===== config.mk =====
export PLATFORM = sky130hd
export DESIGN_NAME = fifo_port_arbiter_flat
export DESIGN_NICKNAME = d
export VERILOG_FILES = /design/src/rtl/fifo_port_arbiter_pkg.sv /design/src/rtl/fifo_port_arbiter_if.sv /design/src/rtl/fifo_port_arbiter_rr_pick2.sv /design/src/rtl/fifo_port_arbiter.sv /design/src/flat_wrapper.sv
export SDC_FILE = /design/constraint.sdc
export NUM_CORES = 1
export LEC_CHECK = 0
export ABC_AREA = 1
export BUFFER_PORTS_ARGS = -buffer_cell sky130_fd_sc_hd__buf_2
export CORE_MARGIN = 10
export CORE_UTILIZATION = 38
export CTS_CLUSTER_DIAMETER = 100
export DETAILED_ROUTE_END_ITERATION = 8
export PLACE_DENSITY = 0.74
export SETUP_SLACK_MARGIN = 0.3
export SYNTH_ARGS = -nofsm -noshare
export SYNTH_HDL_FRONTEND = slang
export SYNTH_SLANG_ARGS = --single-unit

===== constraint.sdc =====
create_clock -name clk -period 2.3 [get_ports clk]
set_input_delay 0.345 -clock clk [delete_from_list [all_inputs] [get_ports clk]]
set_output_delay 0.345 -clock clk [all_outputs]
set_load 0.005 [all_outputs]

===== src/rtl/fifo_port_arbiter_pkg.sv =====
// rtl/fifo_port_arbiter_pkg.sv - shared state codes and opcodes for the FIFO port arbiter
// Purpose: state encodings (identical to the FIFO controller codes), command opcodes
//          and a legality check for the state register.
// Ports:   none (package).
package fifo_port_arbiter_pkg;

   typedef logic [2:0] arb_state_t;

   localparam arb_state_t ARB_IDLE     = 3'b000;
   localparam arb_state_t ARB_WRITE    = 3'b001;
   localparam arb_state_t ARB_READ     = 3'b010;
   localparam arb_state_t ARB_WR_ERROR = 3'b011;
   localparam arb_state_t ARB_RD_ERROR = 3'b100;

   localparam logic OP_WRITE = 1'b0;
   localparam logic OP_READ  = 1'b1;

   function automatic logic is_legal_state(input arb_state_t s);
      return s <= ARB_RD_ERROR;
   endfunction

endpackage


===== src/rtl/fifo_port_arbiter_if.sv =====
// rtl/fifo_port_arbiter_if.sv - requester and FIFO-side bundle of the FIFO port arbiter
// Purpose: groups both requester command/response channels and the FIFO port.
// Ports:   slave  - arbiter side (takes requests and fifo_dout, drives pulses and FIFO controls)
//          master - client/FIFO side (drives requests and fifo_dout, observes the rest)
interface fifo_port_arbiter_if #(
   parameter int DATA_W = 32,
   parameter int CNT_W  = 4
);
   logic              req0, req1;
   logic              op0, op1;
   logic [DATA_W-1:0] wdata0, wdata1;
   logic              gnt0, gnt1;
   logic              err0, err1;
   logic              rvalid0, rvalid1;
   logic [DATA_W-1:0] rdata;
   logic              fifo_wr_en, fifo_rd_en;
   logic [DATA_W-1:0] fifo_din;
   logic [DATA_W-1:0] fifo_dout;
   logic [CNT_W-1:0]  count;

   modport slave (
      input  req0, req1, op0, op1, wdata0, wdata1, fifo_dout,
      output gnt0, gnt1, err0, err1, rvalid0, rvalid1, rdata,
             fifo_wr_en, fifo_rd_en, fifo_din, count
   );

   modport master (
      output req0, req1, op0, op1, wdata0, wdata1, fifo_dout,
      input  gnt0, gnt1, err0, err1, rvalid0, rvalid1, rdata,
             fifo_wr_en, fifo_rd_en, fifo_din, count
   );
endinterface


===== src/rtl/fifo_port_arbiter_rr_pick2.sv =====
// rtl/fifo_port_arbiter_rr_pick2.sv - two-way round-robin pick
// Purpose: picks one of two eligible requesters; on a tie the one not served last wins.
// Ports:   elig_i[1:0]  eligible requesters
//          rr_last_i    requester served by the previous grant or error
//          win_valid_o  some requester won
//          win_id_o     index of the winner
module rr_pick2 (
   input  logic [1:0] elig_i,
   input  logic       rr_last_i,
   output logic       win_valid_o,
   output logic       win_id_o
);
   assign win_valid_o = |elig_i;
   assign win_id_o    = (&elig_i) ? ~rr_last_i : elig_i[1];
endmodule


===== src/rtl/fifo_port_arbiter.sv =====
// rtl/fifo_port_arbiter.sv - two-requester round-robin arbiter in front of one FIFO
// Purpose: issues at most one write/read per cycle into a shared DEPTH-entry FIFO,
//          rejecting writes when full and reads when empty using a shadow count,
//          and returns read data to the requester that issued the read.
// Ports:   clk      rising-edge clock
//          reset_n  asynchronous active-low reset
//          bus      requester commands/responses and FIFO wr_en/rd_en/din/dout, count
module fifo_port_arbiter
   import fifo_port_arbiter_pkg::*;
#(
   parameter int DATA_W = 32,
   parameter int DEPTH  = 8,
   parameter int CNT_W  = 4
) (
   input  logic                clk,
   input  logic                reset_n,
   fifo_port_arbiter_if.slave  bus
);
   localparam logic [CNT_W-1:0] DEPTH_C = CNT_W'(DEPTH);
   localparam logic [CNT_W-1:0] ONE_C   = CNT_W'(1);

   arb_state_t        state_q, state_d;
   logic              owner_q, owner_d;
   logic              rr_last_q, rr_last_d;
   logic              rd_owner_q, rd_owner_d;
   logic [1:0]        rvalid_q, rvalid_d;
   logic [CNT_W-1:0]  count_q, count_d;
   logic [DATA_W-1:0] din_q, din_d;

   logic [1:0]        gnt, err, elig;
   logic              wr_en, rd_en;
   logic              win_valid, win_id, win_op;
   logic [DATA_W-1:0] win_wdata;

   // The registered state plus its owner fully describe this cycle's action.
   always_comb begin
      gnt   = 2'b00;
      err   = 2'b00;
      wr_en = 1'b0;
      rd_en = 1'b0;
      case (state_q)
         ARB_IDLE: ;
         ARB_WRITE: begin
            gnt[owner_q] = 1'b1;
            wr_en        = 1'b1;
         end
         ARB_READ: begin
            gnt[owner_q] = 1'b1;
            rd_en        = 1'b1;
         end
         ARB_WR_ERROR, ARB_RD_ERROR: err[owner_q] = 1'b1;
         default: begin
            gnt   = 'x;
            err   = 'x;
            wr_en = 'x;
            rd_en = 'x;
         end
      endcase
   end

   // A requester is still holding req during its gnt/err cycle; that stale cycle is masked.
   assign elig = {bus.req1 & ~gnt[1] & ~err[1], bus.req0 & ~gnt[0] & ~err[0]};

   rr_pick2 u_pick (
      .elig_i      (elig),
      .rr_last_i   (rr_last_q),
      .win_valid_o (win_valid),
      .win_id_o    (win_id)
   );

   assign win_op    = win_id ? bus.op1 : bus.op0;
   assign win_wdata = win_id ? bus.wdata1 : bus.wdata0;

   // Count is updated at the decision edge so the next decision already sees it;
   // this hides the FIFO's own one-cycle flag lag.
   always_comb begin
      state_d    = ARB_IDLE;
      owner_d    = owner_q;
      rr_last_d  = rr_last_q;
      rd_owner_d = rd_owner_q;
      count_d    = count_q;
      din_d      = din_q;
      if (win_valid && is_legal_state(state_q)) begin
         owner_d   = win_id;
         rr_last_d = win_id;
         if (win_op == OP_WRITE) begin
            if (count_q == DEPTH_C) begin
               state_d = ARB_WR_ERROR;
            end else begin
               state_d = ARB_WRITE;
               count_d = count_q + ONE_C;
               din_d   = win_wdata;
            end
         end else begin
            if (count_q == '0) begin
               state_d = ARB_RD_ERROR;
            end else begin
               state_d    = ARB_READ;
               count_d    = count_q - ONE_C;
               rd_owner_d = win_id;
            end
         end
      end
   end

   always_comb begin
      rvalid_d = 2'b00;
      if (state_q == ARB_READ) rvalid_d[rd_owner_q] = 1'b1;
   end

   always_ff @(posedge clk or negedge reset_n) begin
      if (!reset_n) begin
         state_q    <= ARB_IDLE;
         owner_q    <= 1'b0;
         rr_last_q  <= 1'b1;
         rd_owner_q <= 1'b0;
         rvalid_q   <= 2'b00;
         count_q    <= '0;
         din_q      <= '0;
      end else begin
         state_q    <= state_d;
         owner_q    <= owner_d;
         rr_last_q  <= rr_last_d;
         rd_owner_q <= rd_owner_d;
         rvalid_q   <= rvalid_d;
         count_q    <= count_d;
         din_q      <= din_d;
      end
   end

   assign bus.gnt0       = gnt[0];
   assign bus.gnt1       = gnt[1];
   assign bus.err0       = err[0];
   assign bus.err1       = err[1];
   assign bus.rvalid0    = rvalid_q[0];
   assign bus.rvalid1    = rvalid_q[1];
   assign bus.rdata      = bus.fifo_dout;
   assign bus.fifo_wr_en = wr_en;
   assign bus.fifo_rd_en = rd_en;
   assign bus.fifo_din   = din_q;
   assign bus.count      = count_q;

endmodule


===== src/flat_wrapper.sv =====
// flat-port wrapper written by rule: the top's interface ports become plain ports
module fifo_port_arbiter_flat import fifo_port_arbiter_pkg::*;
#(
   parameter int DATA_W = 32,
   parameter int DEPTH  = 8,
   parameter int CNT_W  = 4
)
  (clk, reset_n, bus_req0, bus_req1, bus_op0, bus_op1, bus_wdata0, bus_wdata1, bus_fifo_dout, bus_gnt0, bus_gnt1, bus_err0, bus_err1, bus_rvalid0, bus_rvalid1, bus_rdata, bus_fifo_wr_en, bus_fifo_rd_en, bus_fifo_din, bus_count);
  fifo_port_arbiter_if #(.DATA_W(DATA_W), .CNT_W(CNT_W)) bus_i ();
  input  logic clk;
  input  logic reset_n;
  input wire logic [$bits(bus_i.req0)-1:0] bus_req0;
  input wire logic [$bits(bus_i.req1)-1:0] bus_req1;
  input wire logic [$bits(bus_i.op0)-1:0] bus_op0;
  input wire logic [$bits(bus_i.op1)-1:0] bus_op1;
  input wire logic [$bits(bus_i.wdata0)-1:0] bus_wdata0;
  input wire logic [$bits(bus_i.wdata1)-1:0] bus_wdata1;
  input wire logic [$bits(bus_i.fifo_dout)-1:0] bus_fifo_dout;
  output wire logic [$bits(bus_i.gnt0)-1:0] bus_gnt0;
  output wire logic [$bits(bus_i.gnt1)-1:0] bus_gnt1;
  output wire logic [$bits(bus_i.err0)-1:0] bus_err0;
  output wire logic [$bits(bus_i.err1)-1:0] bus_err1;
  output wire logic [$bits(bus_i.rvalid0)-1:0] bus_rvalid0;
  output wire logic [$bits(bus_i.rvalid1)-1:0] bus_rvalid1;
  output wire logic [$bits(bus_i.rdata)-1:0] bus_rdata;
  output wire logic [$bits(bus_i.fifo_wr_en)-1:0] bus_fifo_wr_en;
  output wire logic [$bits(bus_i.fifo_rd_en)-1:0] bus_fifo_rd_en;
  output wire logic [$bits(bus_i.fifo_din)-1:0] bus_fifo_din;
  output wire logic [$bits(bus_i.count)-1:0] bus_count;
  assign bus_i.req0 = bus_req0;
  assign bus_i.req1 = bus_req1;
  assign bus_i.op0 = bus_op0;
  assign bus_i.op1 = bus_op1;
  assign bus_i.wdata0 = bus_wdata0;
  assign bus_i.wdata1 = bus_wdata1;
  assign bus_i.fifo_dout = bus_fifo_dout;
  assign bus_gnt0 = bus_i.gnt0;
  assign bus_gnt1 = bus_i.gnt1;
  assign bus_err0 = bus_i.err0;
  assign bus_err1 = bus_i.err1;
  assign bus_rvalid0 = bus_i.rvalid0;
  assign bus_rvalid1 = bus_i.rvalid1;
  assign bus_rdata = bus_i.rdata;
  assign bus_fifo_wr_en = bus_i.fifo_wr_en;
  assign bus_fifo_rd_en = bus_i.fifo_rd_en;
  assign bus_fifo_din = bus_i.fifo_din;
  assign bus_count = bus_i.count;
  fifo_port_arbiter #(.DATA_W(DATA_W), .DEPTH(DEPTH), .CNT_W(CNT_W)) u_core (.clk(clk), .reset_n(reset_n), .bus(bus_i));
endmodule

==> impl_metrics.yaml <==
grt:
  grt_first_pass_wirelength_um: 11000
  grt_remaining_overflow: 0
  gr-usage-met1_pct: 14.7
  grt-busiest-layer: "met2"
  met2_usage_pct: 21.6
  grtUsageTotal_pct: 12.9
  grt_max_degree: 45
  grt_util_met3_pct: 5.74
  antenna_found_initial: 0
  grt_pass1_vias: 2468
synthesis:
  yosysTopAreaCell: "dfrtp_1"
  synth_warnings: 0
  syn_area_sq_um: 2580
  synthCells: 368
  synth-seq-area-share_pct: 42.7
  synth_nets: 473
  synth_seq_cells: 44
  yosys.cell_types.count: 27
  syn_area_per_cell_sq_um: 7.01
  synth.top_cell.area_share_pct: 41.7
  synth_area_leaders: "dfrtp_1, nand2_1, buf_4"
route:
  drc: 0
  vias: 2440
  routed_via_density: 4.56
  ant_nets: 0
  dr.first_iter.drc_count: 44
  routed_wl_um: 7020
  drtPass1Iterations: 4
  wire_per_inst_um: 13.1
layout:
  synthToLayoutAreaGrowth_pct: 25.9
  post-route-cell-area_sq_um: 3250
  antenna_cells: 0
  stdcell_count: 535
  drive_above_1_share_pct: 36.7
  nets: 562
die:
  start_util_pct: 39.9
  ios: 178
  die_area_sq_um: 10500
  die_w_um: 102
  rows: 29
  coreArea_sq_um: 6460
  die_h_um: 102
timing:
  finalSetupTns_ns: 0
  post-route-period-util_pct: 93.3
  hold_viol: 0
  rsz0062_at_grt: "true"
  tightest_slew_ns: 0.558
  drv_slew: 0
  max_slew_margin_pct: 62.8
  max_freq_mhz: 466
  post-route-min-period_ns: 2.15
  setup_viol: 0
  clock_skew_ns: 0.00588
worst_setup_path:
  rrSetupSlack_ns: 0.15
  setup.worst_path.start: "u_core.state_q[0]"
  worstPathArrival_ns: 2.34
  r2r-end: "u_core.bus.count[3]"
  r2r_start: "u_core.state_q[0]"
  required_ns: 2.49
  end_kind: "flop"
  crit_type: "reg2reg"
  r2r_cells: 18
  endpoint: "u_core.bus.count[3]"
  path_max_fanout: 4
  start_kind: "flop"
placed_design:
  dpl_cell_area_sq_um: 3010
  placedCellCount: 519
  gp_congestion: 0.784
  numPortBuffers: 113
  dp_hpwl_um: 5300
job:
  maxCapViolations: 0
clock_network:
  clk_pin_slew_ns: 0.08
  cts_buffers: 5
  clk_path_buf_depth: 2
  cts.sinks: 44
  root_buffer: "clkbuf_8"
  htree_levels: 2
  cts_tree: "yes"
  clock_latency_ns: 0.29
  holdBufCountCts: 0
pwr:
  leakagePower_nw: 2.01
  peakVddDrop_uv: 720
  power_per_cell_area_nw_per_um2: 1330
hold_path:
  hold_path.class: "in2async"
outcome:
  status: "finished clean"
## cells by family (layout without fill, tap and decap cells)
group                      count (synthesis)  count (layout)  synth area share, %
adders and majority gates                  3               3                 1.75
buffers and inverters                     67             157                 15.7
DFF                                       44              44                 42.7
and+or+nand+nor                          246             246                 37.9
AOI/OAI and AO/OA                          7               7                 1.55
xor gates and xnor gates                   1               1                0.340
## cell usage after synthesis
library cell and number:
nand2_1 226, dfrtp_1 43, buf_4 32, inv_1 17
nand3_1 10, buf_2 6, inv_2 5, buf_6 3
clkbuf_1 3, o21ai_0 3, ha_1 2, nand2_2 2
nor2_1 2, a21oi_1 1, a31oi_1 1, dfstp_2 1
fa_1 1, inv_4 1, nand2_4 1, nand3_4 1
nand4_2 1, nor3_1 1, nor3b_1 1, nor4_1 1
o21ai_1 1, o21ai_2 1, xor2_1 1
## cell usage in the layout, fill, tap and decap left out, drive strengths merged
master  count
fa          1
ha          2
nor3b       1
clkbuf      8
a21oi       1
nor2        2
nand4       1
buf       126
dfstp       1
a31oi       1
xor2        1
dfrtp      43
o21ai       5
nand3      11
nand2     229
nor3        1
inv        23
nor4        1
## per-layer routing
metal  up-vias  part of all wire, %
li1       1250                    -
met1      1059                   42
met2       114                   46
met3        17                   10
met4         0                  1.1
met5         -                    0
## stage by stage
stage	total power, mW	setup slack [ns]	utilization, %	hold slack [ns]
after global placement	3.55	0.135	46.6	0.455
after detailed placement	3.63	-0.000873	46.6	0.460
final	4.33	0.153	50.3	0.114
after CTS	4.26	0.116	49.2	0.143
after global routing	4.79	-0.00568	50.3	0.176
after floorplan	2.91	0.201	-	0.0494
## layout make-up
class,count,area (sq um)
Inverter,23,98.8
Timing Repair Buffer,126,667
Sequential cell,44,1110
Tap cell,77,96.3
Clock buffer,8,90.1
Fill cell,641,3210
Multi-Input combinational cell,257,1190
## critical path, stage by stage (launching register included)
cell and delay (ns):
dfrtp_2 0.46, o21ai_4 0.23, nand3_2 0.11, nand3_2 0.10
inv_2 0.06, nand2_4 0.08, nand2_4 0.06, nand2_4 0.08
ha_4 0.21, nand2_2 0.06, nand2_2 0.06, a31oi_4 0.14
inv_1 0.05, nand3_1 0.08, nand2_1 0.06, inv_2 0.05
nand2_1 0.05, nand2_1 0.06, nand2_1 0.05
## repair_timing
item,in CTS,in global routing
pin swaps,2,9
gates cloned,0,0
gates resized for setup,12,14
endpoints found under the setup margin,38,33
buffers inserted,5,3
## state kept, by name, summed over array words and instances (netlist names)
signal / cells
u_core.rr_last_q: 1
u_core.rd_owner_q: 1
u_core.rvalid_q: 2
u_core.bus.count: 4
u_core.bus.fifo_din: 32
u_core.state_q: 3
u_core.owner_q: 1
## power breakdown
group | internal (mW) | switching (mW) | total (mW)
Combinational | 0.980 | 1.44 | 2.42
Clock | 0.245 | 0.248 | 0.493
Sequential | 1.15 | 0.263 | 1.41
Total | 2.38 | 1.95 | 4.33
## how the worst min path moves through the flow
stage	start	to	slack (ns)
after floorplan	reset_n	u_core.bus.count[0]	0.05
after global placement	reset_n	u_core.owner_q	0.45
after detailed placement	reset_n	u_core.owner_q	0.46
after CTS	reset_n	u_core.owner_q	0.14
after global routing	reset_n	u_core.owner_q	0.18
final	reset_n	u_core.rvalid_q[1]	0.11
Power figures use the tool's default switching activity.
